[config.mk]
export PLATFORM = sky130hd
export DESIGN_NAME = alarm_scheduler
export DESIGN_NICKNAME = d
export VERILOG_FILES = /design/src/rtl/alarm_scheduler.sv
export SDC_FILE = /design/constraint.sdc
export NUM_CORES = 1
export LEC_CHECK = 0
export CAP_MARGIN = 0
export CORE_MARGIN = 1
export CORE_UTILIZATION = 40
export CTS_CLUSTER_SIZE = 8
export DETAILED_ROUTE_END_ITERATION = 7
export DONT_BUFFER_PORTS = 1
export SKIP_CTS_REPAIR_TIMING = 1
export SLEW_MARGIN = 20
export SYNTH_ARGS = -nofsm -noshare
export SYNTH_HDL_FRONTEND = slang
export SYNTH_SLANG_ARGS = --single-unit
[constraint.sdc]
create_clock -name clk -period 5.49 [get_ports clk]
set_input_delay 1.098 -clock clk [delete_from_list [all_inputs] [get_ports clk]]
set_output_delay 1.098 -clock clk [all_outputs]
set_load 0.02 [all_outputs]
[src/rtl/alarm_scheduler.sv]
// Multi-slot alarm controller: stores SLOTS alarm times, matches them against the
// running time on each second tick, and sequences ring / snooze / dismiss.
module alarm_scheduler #(
    parameter int SLOTS       = 4,
    parameter int RING_SECS   = 60,
    parameter int SNOOZE_SECS = 300,
    localparam int SW         = (SLOTS > 1) ? $clog2(SLOTS) : 1
) (
    input  logic          clk,
    input  logic          reset,
    input  logic          sec_tick,
    input  logic [7:0]    cur_hour,
    input  logic [7:0]    cur_min,
    input  logic [7:0]    cur_sec,
    input  logic          cfg_we,
    input  logic [SW-1:0] cfg_slot,
    input  logic [7:0]    cfg_hour,
    input  logic [7:0]    cfg_min,
    input  logic [7:0]    cfg_sec,
    input  logic          cfg_en,
    input  logic          stop,
    input  logic          snooze,
    output logic          alarm_out,
    output logic [SW-1:0] ring_slot,
    output logic          snoozing,
    output logic          cfg_err
);

    localparam int RW  = $clog2(RING_SECS + 1);
    localparam int SNW = $clog2(SNOOZE_SECS + 1);
    localparam logic [RW-1:0]  RING_LAST = RW'(RING_SECS - 1);
    localparam logic [SNW-1:0] SNZ_INIT  = SNW'(SNOOZE_SECS - 1);
    localparam logic [SW:0]    SLOTS_LIM = (SW + 1)'(SLOTS);

    typedef enum logic [1:0] {S_IDLE, S_RING, S_SNOOZE} state_t;

    typedef struct packed {
        logic [7:0] hour;
        logic [7:0] min;
        logic [7:0] sec;
        logic       en;
    } slot_t;

    slot_t          slot_q [SLOTS];
    slot_t          slot_d [SLOTS];
    state_t         state_q, state_d;
    logic [RW-1:0]  ring_cnt_q, ring_cnt_d;
    logic [SNW-1:0] snz_cnt_q, snz_cnt_d;
    logic [SW-1:0]  ring_slot_q, ring_slot_d;
    logic           alarm_out_q, alarm_out_d;
    logic           snoozing_q, snoozing_d;
    logic           cfg_err_q, cfg_err_d;

    logic          cfg_ok;
    logic          cancel;
    logic          any_match;
    logic [SW-1:0] win_idx;

    assign cfg_ok = (cfg_hour <= 8'd23) && (cfg_min <= 8'd59) && (cfg_sec <= 8'd59)
                 && ({1'b0, cfg_slot} < SLOTS_LIM);

    // A disabling write to the slot currently ringing/snoozing cancels it.
    assign cancel = cfg_we && cfg_ok && !cfg_en && (cfg_slot == ring_slot_q)
                 && (state_q != S_IDLE);

    // Scan high-to-low so the lowest matching index is the last one assigned.
    always_comb begin
        any_match = 1'b0;
        win_idx   = '0;
        for (int i = SLOTS - 1; i >= 0; i--) begin
            if (slot_q[i].en && slot_q[i].hour == cur_hour &&
                slot_q[i].min == cur_min && slot_q[i].sec == cur_sec) begin
                any_match = 1'b1;
                win_idx   = SW'(i);
            end
        end
    end

    always_comb begin
        // NOTE: every combinational output gets a default first so no path infers a latch.
        for (int i = 0; i < SLOTS; i++) slot_d[i] = slot_q[i];
        cfg_err_d = 1'b0;
        if (cfg_we) begin
            if (cfg_ok) slot_d[cfg_slot] = '{hour: cfg_hour, min: cfg_min, sec: cfg_sec, en: cfg_en};
            else        cfg_err_d = 1'b1;
        end
    end

    always_comb begin
        state_d     = state_q;
        ring_cnt_d  = ring_cnt_q;
        snz_cnt_d   = snz_cnt_q;
        ring_slot_d = ring_slot_q;
        unique case (state_q)
            S_IDLE: begin
                if (sec_tick && any_match) begin
                    state_d     = S_RING;
                    ring_slot_d = win_idx;
                    ring_cnt_d  = '0;
                end
            end
            S_RING: begin
                if (stop || cancel) begin
                    state_d = S_IDLE;
                end else if (snooze) begin
                    state_d   = S_SNOOZE;
                    snz_cnt_d = SNZ_INIT;
                end else if (sec_tick) begin
                    if (ring_cnt_q == RING_LAST) state_d = S_IDLE;
                    else                         ring_cnt_d = ring_cnt_q + 1'b1;
                end
            end
            S_SNOOZE: begin
                if (stop || cancel) begin
                    state_d = S_IDLE;
                end else if (sec_tick) begin
                    if (snz_cnt_q == '0) begin
                        state_d    = S_RING;
                        ring_cnt_d = '0;
                    end else begin
                        snz_cnt_d = snz_cnt_q - 1'b1;
                    end
                end
            end
            default: state_d = S_IDLE;
        endcase
        alarm_out_d = (state_d == S_RING);
        snoozing_d  = (state_d == S_SNOOZE);
    end

    always_ff @(posedge clk or posedge reset) begin
        if (reset) begin
            // NOTE: slot storage is reset explicitly; a cleared alarm table after reset is required behaviour.
            for (int i = 0; i < SLOTS; i++) slot_q[i] <= '0;
            state_q     <= S_IDLE;
            ring_cnt_q  <= '0;
            snz_cnt_q   <= '0;
            ring_slot_q <= '0;
            alarm_out_q <= 1'b0;
            snoozing_q  <= 1'b0;
            cfg_err_q   <= 1'b0;
        end else begin
            for (int i = 0; i < SLOTS; i++) slot_q[i] <= slot_d[i];
            state_q     <= state_d;
            ring_cnt_q  <= ring_cnt_d;
            snz_cnt_q   <= snz_cnt_d;
            ring_slot_q <= ring_slot_d;
            alarm_out_q <= alarm_out_d;
            snoozing_q  <= snoozing_d;
            cfg_err_q   <= cfg_err_d;
        end
    end

    assign alarm_out = alarm_out_q;
    assign ring_slot = ring_slot_q;
    assign snoozing  = snoozing_q;
    assign cfg_err   = cfg_err_q;

endmodule

---- Yosys cells after proc, flatten, opt, wreduce, memory -nomap -nowiden ----
Index checks and enable logic that the tools add are counted.
Widths: inputs -> output; s select.
word-level totals
  flip-flop bits (word level) ............. 122
  output and inout bits ................... 5
  word-level logic and storage cells ...... 127
  input bits .............................. 57
operators by class
  bitwise operators ....................... 1
  $lt $le $gt $ge ......................... 5
  $add $sub $neg .......................... 2
  reduce and logical (&&, ||, !) cells .... 31
  equal/unequal tests ..................... 28
  muxes and demuxes ....................... 37
operators with widths
  cell                 number
  $bwmux 100           1
  $eq 8x8->1           12
  $demux 25 s2         1
  $mux 6               8
  $mux 9               5
  $mux 25              1
  $mux 2               12
  $logic_and 1x1->1    20
  $ne 2x2->1 const B   10
  $pmux 6 s3           1
  $pmux 9 s2           1
  $le 8x6->1 const B   2
  $logic_not 9->1      1
  $reduce_and 9->1     1
  $sub 9x1->9 const B  1
  $le 8x5->1 const B   1
  $add 6x1->6 const B  1
  $eq 6x6->1 const B   1
  $mux 1               6
  $pmux 2 s3           1
  $reduce_and 6->1     1
  $eq 2x1->1 const B   2
  $eq 2x2->1 const B   2
  $reduce_and 2->1     2
  other kinds (9)      10

---- Longest topological paths before layout ----
  depth after elaboration ................. 12
  gate-level depth with buffers ........... 8
  mapped depth without buffers ............ 8

---- Worst setup path after synthesis ----
OpenSTA, ideal clock, no wires.
  kind .................................... input -> register
  start point ............................. input cfg_hour[7]
  end point ............................... register slot_q[52] (netlist name)
  arrival time ............................ 2640 ps
  path buffers ............................ 1
  stages .................................. 7
  slack ................................... 2725 ps
  setup time .............................. 125 ps
  required time ........................... 5365 ps
  cell sequence ........................... nor4_2 > nand2_1 > nor2_2 > nand2_1 > nor3b_4 > buf_6 > mux2_2
between the ends
  cells in the longest elaborated chain, start to end .. 4
RTL lines
  item                            RTL line  text
  from (decl)                     17        input logic [7:0] cfg_hour,
  $le 8x5->1                      59        assign cfg_ok = (cfg_hour <= 8'd23) && (cfg_min <= 8'd59) && (cfg_sec <= 8'd59)
  $logic_and 1x1->1 (2 in a row)  59
  $reduce_and 2->1 (no line)      -
Every way passes these cells.
A chain may end at the register's enable or synchronous reset.

---- Worst setup path after layout ----
  start point ............................. input cfg_hour[5]
  end point ............................... register slot_q[50] (netlist name)
between the ends
  cells in the longest elaborated chain, start to end .. 4
RTL lines
  item                            RTL line
  $le 8x5->1                      59
  $logic_and 1x1->1 (2 in a row)  59
  $reduce_and 2->1 (no line)      -
Every way passes these cells.

==> impl_metrics.py <==
metrics = {
    "clock_network": {
        "cts.clk_slew.worst_paths_ns": 0.06,
        "cts_tree": "yes",
        "clock_sinks": 122,
        "htreeDepth": 4,
        "numCtsBuffers": 17,
        "cts-root-buf": "clkbuf_16",
        "insertion_delay_ns": 0.42,
        "cts_buffer_depth": 2,
    },
    "synth": {
        "synth_warnings": 0,
        "synth.cell_area_um2": 6000,
        "synth-edff-count": 0,
        "ys_top_cells_by_area": "dfrtp_1 51%, mux2_2 14%, xnor2_1 9.3%",
        "async_flop_share_pct": 100,
        "ys_seq_area_share_pct": 50.9,
        "syn_inst": 497,
        "synth_fp_nets": 556,
        "yosys.area.top_type": "dfrtp_1",
        "synth.distinct_cells": 49,
        "synth_top_area_share_pct": 50.9,
        "synth-seq-cells": 122,
        "synth_area_per_cell_um2": 12.1,
        "synth-main-ff-cell": "dfrtp_1",
    },
    "worst_setup_path": {
        "worst-path-stages": 7,
        "cp_num_buf_inv": 1,
        "cp_top_family": "simple AND/OR/NAND/NOR gates",
        "worstReg2RegStart": "snz_cnt_q[2]",
        "r2r_setup_slack_ns": 3.13,
        "critPathMaxStageDelay_ns": 0.66,
        "worstSetupEndpointType": "flip-flop",
        "path_cells": "nor3_1 -> nand3_1 -> nor2_2 -> nand2_1 -> nor3b_4 -> buf_8 -> mux2_2",
        "worstSetupPathType": "input port to flip-flop",
        "cp.required_ns": 5.79,
        "reg2reg_depth": 6,
        "cp_slowest_cell": "nor3b_4",
        "setup.worst_path.start_class": "input port",
        "critPathMaxFanout": 12,
        "crit_arrival_ns": 3.33,
        "reg2reg_to": "snz_cnt_q[3]",
    },
    "pwr": {
        "p_leak_nw": 3.18,
        "power.total_mw": 2.27,
        "p_per_area_nw_per_um2": 330,
        "ir_drop_v": 0.000239,
    },
    "floorplan": {
        "start_util_pct": 41.1,
        "die_w_um": 125,
        "ioPinCount": 62,
        "fp.dieH_um": 125,
        "num_rows": 44,
        "core_area_um2": 14600,
        "die_area_um2": 15500,
    },
    "timing": {
        "setup_violations": 0,
        "worst_pin_slew_ns": 0.735,
        "period_needed_ns": 3.03,
        "period_share_pct": 55.2,
        "setup_tns_ns": 0,
        "finalClockSkew_ns": 0.00625,
        "maxSlewViolCount": 0,
        "hold_violations": 0,
        "relSlewSlack_pct": 51.0,
        "max_freq_ghz": 0.330,
        "rsz0062_at_grt": "false",
    },
    "worst_hold_path": {
        "worstHoldPathCells": 2,
        "whs_endpoint": "snz_cnt_q[8]",
        "hold_class": "flip-flop to flip-flop",
        "min-delay-start": "snz_cnt_q[8]",
    },
    "drt": {
        "drt-vias-per-instance": 5.41,
        "ant_nets": 0,
        "routed_wl_um": 13900,
        "dr.pass1.iters": 4,
        "routedWlPerCell_um": 19.9,
        "drtIter0Drc": 270,
        "via_count": 3792,
        "drc": 0,
    },
    "final_layout": {
        "n_antenna_cell": 0,
        "mostFrequentLayoutCell": "dfrtp_1",
        "nFillCells": 1289,
        "drive_gt1_share_pct": 23.6,
        "fin_nets": 564,
        "syn_to_final_growth_pct": 14.6,
        "layout_common_cells": "122 x dfrtp_1, 72 x mux2_2, 64 x xnor2_1",
    },
    "placement": {
        "place_congestion": 0.797,
        "dp_hpwl_um": 10300,
        "io_buffers": 0,
    },
    "grt": {
        "grt_pass1_vias": 3894,
        "grt-ovfl-total": 0,
        "antenna_found_initial": 0,
        "grt_max_degree": 79,
        "grt.total_usage_pct": 19.3,
        "grt_pass1_wl_um": 22400,
    },
    "run_status": {
        "status": "complete, no violations",
    },
    "job": {
        "maxCapViolCount": 0,
    },
}
## power by group
group | internal [mW] | total, mW | switching [mW]
combinational | 0.0431 | 0.0957 | 0.0526
clock | 0.851 | 1.25 | 0.399
sequential | 0.912 | 0.921 | 0.00880
total | 1.81 | 2.27 | 0.461
## tightest hold or removal path, stage by stage (launching register included)
cell	delay, ns
dfrtp_1	0.34
o31ai_1	0.06
o21ai_0	0.07
## sequential cells by signal (all words and copies together), names as in the netlist
register / cells
cfg_err: 1
ring_cnt_q: 6
ring_slot: 2
alarm_out: 1
snz_cnt_q: 9
state_q: 2
snoozing: 1
slot_q: 100
## stage by stage
stage / setup WS [ns] / cells / util (%) / hold WS (ns) / cell area, µm²
finish: 2.46 / 701 / 47.1 / 0.502 / 6880
global route: 2.36 / 701 / 47.1 / 0.526 / 6880
CTS: 2.48 / 701 / 47.1 / 0.505 / 6880
detailed placement: 2.03 / 670 / 42.5 / 0.492 / 6210
global placement: 1.89 / 668 / 42.3 / 0.477 / 6180
floorplan: 1.15 / 497 / - / 0.458 / 6000
## worst max path at each step
stage                            from          to  slack [ns]
after floorplan                 reset   alarm_out        1.15
after global placement    cfg_hour[5]  slot_q[59]        1.89
after detailed placement  cfg_hour[5]  slot_q[59]        2.03
after CTS                 cfg_hour[5]  slot_q[50]        2.48
after global routing      cfg_hour[5]  slot_q[50]        2.36
final                     cfg_hour[5]  slot_q[50]        2.46
## area by class of cell
| type | count | area (µm²) | share of cell area, % |
|---|---|---|---|
| sequential | 122 | 3050 | 44.4 |
| clock buffer | 21 | 480 | 6.99 |
| clock inverter | 10 | 189 | 2.75 |
| timing repair buffer | 7 | 67.6 | 0.982 |
| inverter | 7 | 31.3 | 0.455 |
| multi-input combinational | 350 | 2830 | 41.1 |
| tap | 184 | 230 | 3.35 |
## cells by family after synthesis
kind of cell               count (synthesis)  share of synthesized area (%)
AOI/OAI and AO/OA                         39                           4.73
adders and majority gates                  2                          0.417
DFF                                      122                           50.9
buffers and inverters                     25                           2.06
and+or+nand+nor                          132                           13.1
xor gates and xnor gates                 104                           15.2
muxes                                     73                           13.7
## synthesized netlist by cell type, types with 3 or more instances
library cell  number
and2_1            14
inv_1              7
nor2b_1           16
o21ai_0            6
mux2_2            72
xnor2_1           64
nand2_1           17
a2bb2oi_1          3
dfrtp_1          122
nand3_1            8
nor4_1            10
nor2_1            16
clkbuf_1           8
nand4_1           25
nand2b_1           4
buf_2              4
nor3_1             7
a21o_1             3
a21oi_1            9
xor2_1            40
## per-layer routing
| layer | vias to the layer above | global-route usage (%) | wire length [µm] |
|---|---|---|---|
| li1 | 1748 | - | - |
| met1 | 1958 | 25.0 | 6390 |
| met2 | 72 | 30.5 | 6780 |
| met3 | 14 | 5.46 | 531 |
| met4 | 0 | 7.44 | 228 |
| met5 | - | 0 | 0 |
(Power assumes the default switching activity.)
